===== config.mk =====
export PLATFORM = sky130hd
export DESIGN_NAME = addsub_pipe
export DESIGN_NICKNAME = d
export VERILOG_FILES = /design/src/rtl/addsub_pkg.sv /design/src/rtl/addsub_sat.sv /design/src/rtl/addsub_pipe.sv
export SDC_FILE = /design/constraint.sdc
export NUM_CORES = 1
export LEC_CHECK = 0
export BUFFER_PORTS_ARGS = -buffer_cell sky130_fd_sc_hd__buf_2
export CAP_MARGIN = 10
export CORE_ASPECT_RATIO = 1.25
export CORE_MARGIN = 4
export CORE_UTILIZATION = 60
export CTS_CLUSTER_SIZE = 16
export DETAILED_ROUTE_END_ITERATION = 16
export PLACE_DENSITY = 0.81
export SETUP_SLACK_MARGIN = 0.2
export SLEW_MARGIN = 20
export SYNTH_ARGS = -nofsm -noshare
export SYNTH_HDL_FRONTEND = slang
export SYNTH_SLANG_ARGS = --single-unit

===== constraint.sdc =====
create_clock -name clk -period 5.2 [get_ports clk]
set_input_delay 1.04 -clock clk [delete_from_list [all_inputs] [get_ports clk]]
set_output_delay 1.04 -clock clk [all_outputs]
set_load 0.01 [all_outputs]

===== src/rtl/addsub_pkg.sv =====
// rtl/addsub_pkg.sv - opcodes and saturation-limit helper shared by the addsub_pipe slice
package addsub_pkg;

    localparam logic [1:0] OP_ADD  = 2'b00;
    localparam logic [1:0] OP_SUB  = 2'b01;
    localparam logic [1:0] OP_ACC  = 2'b10;
    localparam logic [1:0] OP_LOAD = 2'b11;

    localparam int LIM_W = 64;

    // Upper or lower representable value of an acc_w-bit signed/unsigned number.
    function automatic logic [LIM_W-1:0] sat_limit(input int acc_w, input logic is_signed,
                                                   input logic upper);
        logic [LIM_W-1:0] w_one;
        w_one = 64'd1;
        if (is_signed)
            return upper ? ((w_one << (acc_w - 1)) - 64'd1) : ~((w_one << (acc_w - 1)) - 64'd1);
        else
            return upper ? ((w_one << acc_w) - 64'd1) : '0;
    endfunction

endpackage


===== src/rtl/addsub_sat.sv =====
// rtl/addsub_sat.sv - ACC_W add/sub with overflow detect; clamps when ADDSUB_PIPE_SAT_EN is defined
module addsub_sat import addsub_pkg::*; #(
    parameter int ACC_W  = 24,
    parameter bit SIGNED = 1'b1
) (
    input  logic [ACC_W-1:0] i_a,
    input  logic [ACC_W-1:0] i_b,
    input  logic             i_sub,
    input  logic             i_clamp,
    output logic [ACC_W-1:0] o_result,
    output logic             o_overflow
);

    logic [ACC_W:0] w_raw;
    logic           w_ovf_s;

    // Extra top bit is the unsigned carry (add) or borrow (sub).
    assign w_raw = i_sub ? ({1'b0, i_a} - {1'b0, i_b}) : ({1'b0, i_a} + {1'b0, i_b});

    assign w_ovf_s = (i_sub ? (i_a[ACC_W-1] != i_b[ACC_W-1]) : (i_a[ACC_W-1] == i_b[ACC_W-1]))
                     && (w_raw[ACC_W-1] != i_a[ACC_W-1]);

    assign o_overflow = SIGNED ? w_ovf_s : w_raw[ACC_W];

`ifdef ADDSUB_PIPE_SAT_EN
    logic             w_to_hi;
    logic [ACC_W-1:0] w_lim_hi;
    logic [ACC_W-1:0] w_lim_lo;

    // Signed overflow direction follows operand A's sign; unsigned follows add vs sub.
    assign w_to_hi  = SIGNED ? !i_a[ACC_W-1] : !i_sub;
    assign w_lim_hi = ACC_W'(sat_limit(ACC_W, SIGNED, 1'b1));
    assign w_lim_lo = ACC_W'(sat_limit(ACC_W, SIGNED, 1'b0));
    assign o_result = (i_clamp && o_overflow) ? (w_to_hi ? w_lim_hi : w_lim_lo) : w_raw[ACC_W-1:0];
`else
    logic w_unused_clamp;
    assign w_unused_clamp = i_clamp;
    assign o_result       = w_raw[ACC_W-1:0];
`endif

endmodule


===== src/rtl/addsub_pipe.sv =====
// rtl/addsub_pipe.sv - two-stage add/sub/accumulate pipe; ADDSUB_PIPE_SAT_EN enables ACC saturation
module addsub_pipe import addsub_pkg::*; #(
    parameter int W      = 16,
    parameter int ACC_W  = 24,
    parameter bit SIGNED = 1'b1
) (
    input  logic             clk,
    input  logic             rst,
    input  logic             in_valid,
    output logic             in_ready,
    input  logic [W-1:0]     dataa,
    input  logic [W-1:0]     datab,
    input  logic [1:0]       op,
    output logic             out_valid,
    input  logic             out_ready,
    output logic [ACC_W-1:0] result,
    output logic             overflow
);

    logic             w_adv;
    logic             w_is_acc;
    logic [ACC_W-1:0] w_a_ext;
    logic [ACC_W-1:0] w_b_ext;
    logic [ACC_W-1:0] w_op_a;
    logic [ACC_W-1:0] w_op_b;
    logic [ACC_W-1:0] w_sum;
    logic             w_sum_ovf;

    logic             r_s1_valid;
    logic [ACC_W-1:0] r_s1_a;
    logic [ACC_W-1:0] r_s1_b;
    logic [1:0]       r_s1_op;
    logic [ACC_W-1:0] r_acc;
    logic [ACC_W-1:0] r_result;
    logic             r_overflow;
    logic             r_out_valid;

    // A single advance enable keeps both stages and the accumulator frozen under stall.
    assign w_adv    = !r_out_valid || out_ready;
    assign in_ready = w_adv;

    assign w_a_ext = SIGNED ? {{(ACC_W-W){dataa[W-1]}}, dataa} : {{(ACC_W-W){1'b0}}, dataa};
    assign w_b_ext = SIGNED ? {{(ACC_W-W){datab[W-1]}}, datab} : {{(ACC_W-W){1'b0}}, datab};

    assign w_is_acc = (r_s1_op == OP_ACC);
    assign w_op_a   = w_is_acc ? r_acc  : r_s1_a;
    assign w_op_b   = w_is_acc ? r_s1_a : r_s1_b;

    addsub_sat #(.ACC_W(ACC_W), .SIGNED(SIGNED)) u_sat (
        .i_a        (w_op_a),
        .i_b        (w_op_b),
        .i_sub      (r_s1_op == OP_SUB),
        .i_clamp    (w_is_acc),
        .o_result   (w_sum),
        .o_overflow (w_sum_ovf)
    );

    always_ff @(posedge clk) begin
        if (rst) begin
            r_s1_valid  <= 1'b0;
            r_s1_a      <= '0;
            r_s1_b      <= '0;
            r_s1_op     <= OP_ADD;
            r_acc       <= '0;
            r_result    <= '0;
            r_overflow  <= 1'b0;
            r_out_valid <= 1'b0;
        end else if (w_adv) begin
            r_s1_valid  <= in_valid;
            r_s1_a      <= w_a_ext;
            r_s1_b      <= w_b_ext;
            r_s1_op     <= op;
            r_out_valid <= r_s1_valid;
            if (r_s1_valid) begin
                if (r_s1_op == OP_LOAD) begin
                    r_result   <= r_s1_a;
                    r_overflow <= 1'b0;
                    r_acc      <= r_s1_a;
                end else begin
                    r_result   <= w_sum;
                    r_overflow <= w_sum_ovf;
                    if (w_is_acc)
                        r_acc <= w_sum;
                end
            end
        end
    end

    assign out_valid = r_out_valid;
    assign result    = r_result;
    assign overflow  = r_overflow;

endmodule


After elaboration in Yosys (flattened, before gate mapping)
Cells that the tools add are included.

Memories: 0. Input port bits: 38. Logic and storage cells: 30. Bits in latches: 0. Bits in read-only memories: 0. Bits in writable memories: 0. Register bits after elaboration: 85.

$lt $le $gt $ge: 0. Div/mod/pow operators: 0. Add/subtract/negate cells: 2. Shift-type cells: 0. Bitwise logic cells: 0. Eq/ne operators: 6. Mux-type cells: 8. Multipliers: 0. Reduce and logical (&&, ||, !) cells: 6.

Operators by type and width (count): $mux W24 (6); $add A24 B24 Y24 (1); $sub A24 B24 Y24 (1); $eq A2 B2 Y1 const B (2); $reduce_and A3 Y1 (1); $eq A2 B1 Y1 const B (1); $mux W1 (2); $ne A1 B1 Y1 (2); $reduce_and A2 Y1 (1); $reduce_bool A2 Y1 (1); $eq A1 B1 Y1 (1); $logic_and A1 B1 Y1 (1); $logic_not A1 Y1 (1); $logic_or A1 B1 Y1 (1).

Longest topological paths before layout
Depth after elaboration: 7. Depth in mapped cells: 20. Mapped depth without buffers: 17.

Hierarchy
From an unflattened synthesis, not the netlist that was laid out.

Cells, all modules: 659. Area total of the unflattened synthesis: 5505.3 µm².

Modules (own cells, without submodules): addsub_pipe (times used 1, cells an instance 407, area each 3762.4 µm², seq. area each 1701.6 µm²); addsub_sat (times used 1, cells an instance 252, area each 1742.9 µm², seq. area each 0.0 µm²).

Worst setup path before layout
OpenSTA, ideal clock, no wires.

Path kind: flip-flop to flip-flop. From: reg r_s1_op[1]. To: reg r_acc[23]. Buffers on the path: 2. Path slack: 1.101 ns. Stages on the path, launching flop included: 20. Library setup time: 0.137 ns. Arrival time: 3.962 ns. Cells stage by stage: dfxtp_1 > buf_4 > or4b_4 > o32ai_4 > nand4_1 > nor3_4 > and2b_2 > a21oi_1 > o21ai_2 > xnor2_1 > ha_1 > buf_2 > and3_1 > and3_1 > and3_1 > o211ai_1 > and2_1 > o311ai_1 > and2_4 > o311ai_2.

Word-level cells in the longest chain between the ends: 6. Elaborated cells between the ends (all ways): 12. Those cells by class: add/sub: 2; eq/ne: 3; mux: 5; reduce/logical: 2.

RTL lines: start: declaration (RTL line addsub_pipe.sv:32) `logic [1:0] r_s1_op;`; start signal: assignment (RTL line addsub_pipe.sv:72) `r_s1_op <= op;`; $eq A2 B2 Y1 (RTL line addsub_pipe.sv:45) `assign w_is_acc = (r_s1_op == OP_ACC);`; $mux W24, on equally long branches (RTL line addsub_pipe.sv:46, addsub_pipe.sv:47); $add A24 B24 Y24 / $sub A24 B24 Y24 (equally long branches) (RTL line addsub_sat.sv:18) `assign w_raw = i_sub ? ({1'b0, i_a} - {1'b0, i_b}) : ({1'b0, i_a} + {1'b0, i_b});`; $mux W24 (RTL line addsub_sat.sv:18); $mux W24 (RTL line addsub_pipe.sv:82) `if (w_is_acc)`; $mux W24 (RTL line addsub_pipe.sv:75) `if (r_s1_op == OP_LOAD) begin`; end signal: assignment (RTL line addsub_pipe.sv:78) `r_acc <= r_s1_a;`; end signal: assignment (RTL line addsub_pipe.sv:83) `r_acc <= w_sum;`; end: declaration (RTL line addsub_pipe.sv:33) `logic [ACC_W-1:0] r_acc;`.

Several ways; a longest one is shown, not always the timed one. The select of a mux whose other input is x is not followed. A chain may end at the register's enable or synchronous reset.

Worst setup path after layout
From: reg r_s1_op[0]. To: reg r_result[17] (netlist: result[17]).

Word-level cells in the longest chain between the ends: 5. Elaborated cells between the ends (all ways): 9. Those cells by class: add/sub: 2; eq/ne: 3; mux: 4.

RTL lines: $eq A2 B2 Y1 (RTL line addsub_pipe.sv:45); $mux W24, on equally long branches (RTL line addsub_pipe.sv:46, addsub_pipe.sv:47); $add A24 B24 Y24 / $sub A24 B24 Y24 (equally long branches) (RTL line addsub_sat.sv:18); $mux W24 (RTL line addsub_sat.sv:18); $mux W24 (*) (RTL line addsub_pipe.sv:75); end signal: assignment (RTL line addsub_pipe.sv:76) `r_result <= r_s1_a;`; end signal: assignment (RTL line addsub_pipe.sv:80) `r_result <= w_sum;`; end: declaration (RTL line addsub_pipe.sv:34) `logic [ACC_W-1:0] r_result;`.

Every way passes the cells marked *; elsewhere a longest branch is shown, timed or not.

==> metrics.md <==
| Metric | Value |
|---|---|
| Run status | `complete, no violations` |
| Highest-delay cell along the critical path | `a2111oi_0` |
| CTS buffer count | `9` |
| GRT overflow | `0` |
| Final worst path period share | `about nine tenths` |
| Total track usage | `between 20% and 30%` |
| Post-synth cell types | `69` |
| Syn_nets | `860` |
| Initial Util | `62.1%` |
| Crit Path Category | `flop to flop` |
| DIE HEIGHT | `118 um` |
| Period minus WS final | `4680 ps` |
| WL final | `16200 um` |
| Via density | `6.10` |
| Dpl hpwl | `11800 um` |
| Post-synth ARST share | `0%` |
| Synth warn | `0` |
| CORE AREA | `9270 sq um` |
| Die width | `95.6 um` |
| Total power | `2.03 mW` |
| Number of global-route vias before repair | `5608` |
| Max-Cap Viols | `0` |
| CP Data Required Time | `5400 ps` |
| Worst EP arrival | `4880 ps` |
| Power Dens Cells | `~310 nW/um^2` |
| IO buf count | `64` |
| TritonCTS clock tree | `done` |
| WL met2 | `approximately 8000 um` |
| Largest stage delay on the critical path | `roughly 610 ps` |
| Area Growth Syn to Fin | `12.2%` |
| Hold_ws | `approximately 460 ps` |
| Clock skew | `between 7 and 8 ps` |
| Yosys top cell by area | `dfxtp_1` |
| Drt wl/cell | `16.9 um` |
| First-pass DRT Iterations | `5` |
| Met1 WL | `slightly below 7000 um` |
| Detail Route Antenna Nets | `0` |
| Row cnt | `39` |
| Top cells by area, synth | `dfxtp_1, nand2_1, a21oi_1` |
| ANT cells | `0` |
| Die ar. | `11200 sq um` |
| Share of layout cells above drive strength 1 | `13.9%` |
| Routability congestion estimate | `0.898` |
| Max FO, Critical Path | `22` |
| Worst-path clk slew | `70 ps` |
| CTS Buffer Depth | `2` |
| Final nets | `894` |
| Initial antenna violation count | `0` |
| Slew HR | `between 40% and 50%` |
| Fmax | `214 MHz` |
| Synth top area share | `29.6%` |
| Flops & latches, synth | `85` |
| Most used DFF post-synth | `dfxtp_1` |
| Routed wl met3 | `954 um` |
| Peak VDD IR | `around 0.00018 V` |
| Num ports | `65` |
| Leakage Power | `2.85 nW` |
| Register area share after synthesis | `29.6%` |
| Post-route DRC | `0` |
| Critical path endpoint category | `flop` |
| Drt first-iter violations | `370` |
| Largest net degree at the start of global routing | `79` |
| H-tree Lvls | `3` |
| Critical path startpoint category | `flop` |
| Vias post-DR | `5855` |
| Synth Instances | `~800` |
| Max layer used | `met4` |
| Netlist Area Pre-Place | `5760 sq um` |
| EDFF count, synth | `0` |
| Setup Buffers After CTS | `0` |
| Transition time of the tightest slew-check pin | `about 850 ps` |
| Fillers | `797` |
| Worst-skew pair later-pin latency | `roughly 350 ps` |
| Hold crit path type | `flop to flop` |
| CP Cell Sequence | `and2b_1 -> buf_4 -> o32ai_4 -> nand4_1 -> nor3_4 -> and2b_2 -> a21oi_1 -> o21ai_2 -> xnor2_1 -> ha_1 -> a21oi_1 -> nor2b_1 -> o21ai_0 -> nand2b_1 -> a2111oi_0 -> nor3_1 -> nor3_1 -> o41ai_1` |
| RSZ-0062 raised after global routing | `no` |
| Average cell area after synthesis | `7.22 sq um` |
| Clk sink count | `85` |
| First-pass GRT wire length | `27000 um` |
| Setup-failing EPs final | `0` |
| Slew Viols, Final | `0` |
| Synth cell count leaders | `nand2_1, a21oi_1, dfxtp_1, nor2_1, o21ai_0` |
| Clk root buf | `clkbuf_16` |
| Most numerous cell in the Yosys netlist | `nand2_1` |
| Final setup TNS | `0 ps` |
| Final Hold Fails | `0` |
registers in the layout (all words and copies together) (netlist names):
name        flops
out_valid       1
overflow        1
r_acc          24
r_s1_a         16
r_s1_b         16
r_s1_op         2
r_s1_valid      1
result         24
where the power goes:
| group | leakage [nW] | internal [mW] | switching [mW] |
|---|---|---|---|
| Combinational | 2.01 | 0.253 | 0.393 |
| Clock | 0.146 | 0.375 | 0.277 |
| Sequential | 0.699 | 0.692 | 0.0405 |
| Total | 2.85 | 1.32 | 0.711 |
worst max-delay path: cells and delay by family, from the launching register on:
family	cells	cell delay, ps
AOI/OAI and AO/OA	7	1620
xor gates and xnor gates	1	150
adders and majority gates	1	350
buffers and inverters	1	230
DFF	1	410
and+or+nand+nor	8	1770
per-layer routing:
metal,track usage (%),up-vias
li1,-,2893
met2,50.1,225
met5,0,-
met3,3.84,36
met1,38.0,2701
met4,11.6,0
area by class of cell:
type | instances | area, sq um | share of cell area (%)
Multi-Input combinational cell | 643 | 3800 | 58.9
Sequential cell | 85 | 1700 | 26.3
Timing Repair Buffer | 80 | 453 | 7.01
Clock buffer | 9 | 225 | 3.49
Tap cell | 123 | 154 | 2.38
Clock inverter | 7 | 73.8 | 1.14
Inverter | 13 | 48.8 | 0.755
metrics by stage:
step	setup slack [ps]	util (%)	std cells	instance area [sq um]
final	518	69.7	960	6460
after global routing	231	69.7	960	6460
after CTS	522	69.5	960	6440
after detailed placement	566	66.3	944	6140
after global placement	661	66.3	944	6140
after floorplan	1100	-	798	5760
timing repair:
action / CTS / global route
endpoints found under the setup margin: 0 / 5
resized for setup: 0 / 2
hold endpoints to repair: 0 / 0
hold buffers: 0 / 0
cells by family after synthesis:
| kind of cell | count (synthesis) | share of synthesized area, % |
|---|---|---|
| AOI/OAI and AO/OA | 245 | 26.9 |
| DFF | 85 | 29.6 |
| and+or+nand+nor | 317 | 24.1 |
| xor gates and xnor gates | 25 | 3.80 |
| buffers and inverters | 70 | 4.76 |
| muxes | 23 | 4.02 |
| adders and majority gates | 33 | 6.91 |
cells in the final DEF, fill, tap and decap left out, drive strengths merged, types with 9 or more instances in the layout:
master  Yosys  final
a21o       17     17
nor3       24     24
a31oi       9      9
xnor2      17     17
mux2i      22     22
maj3        9      9
buf        11     80
nand2     160    160
inv        12     14
a211oi     29     29
nand3      10     10
o21ai      49     49
ha         23     23
clkbuf     46      9
a21oi      98     98
dfxtp      85     85
nor2       77     77
worst paths after layout:
path                   start    endpoint  slack, ps  cells after the start
setup / recovery  r_s1_op[0]  result[17]        520                     18
hold / removal    result[18]  result[18]        460                      2
setup reg to reg  r_s1_op[0]  result[17]        520                     18
hold reg to reg   result[18]  result[18]        460                      2
No activity file was read; power rests on OpenSTA's default activity.
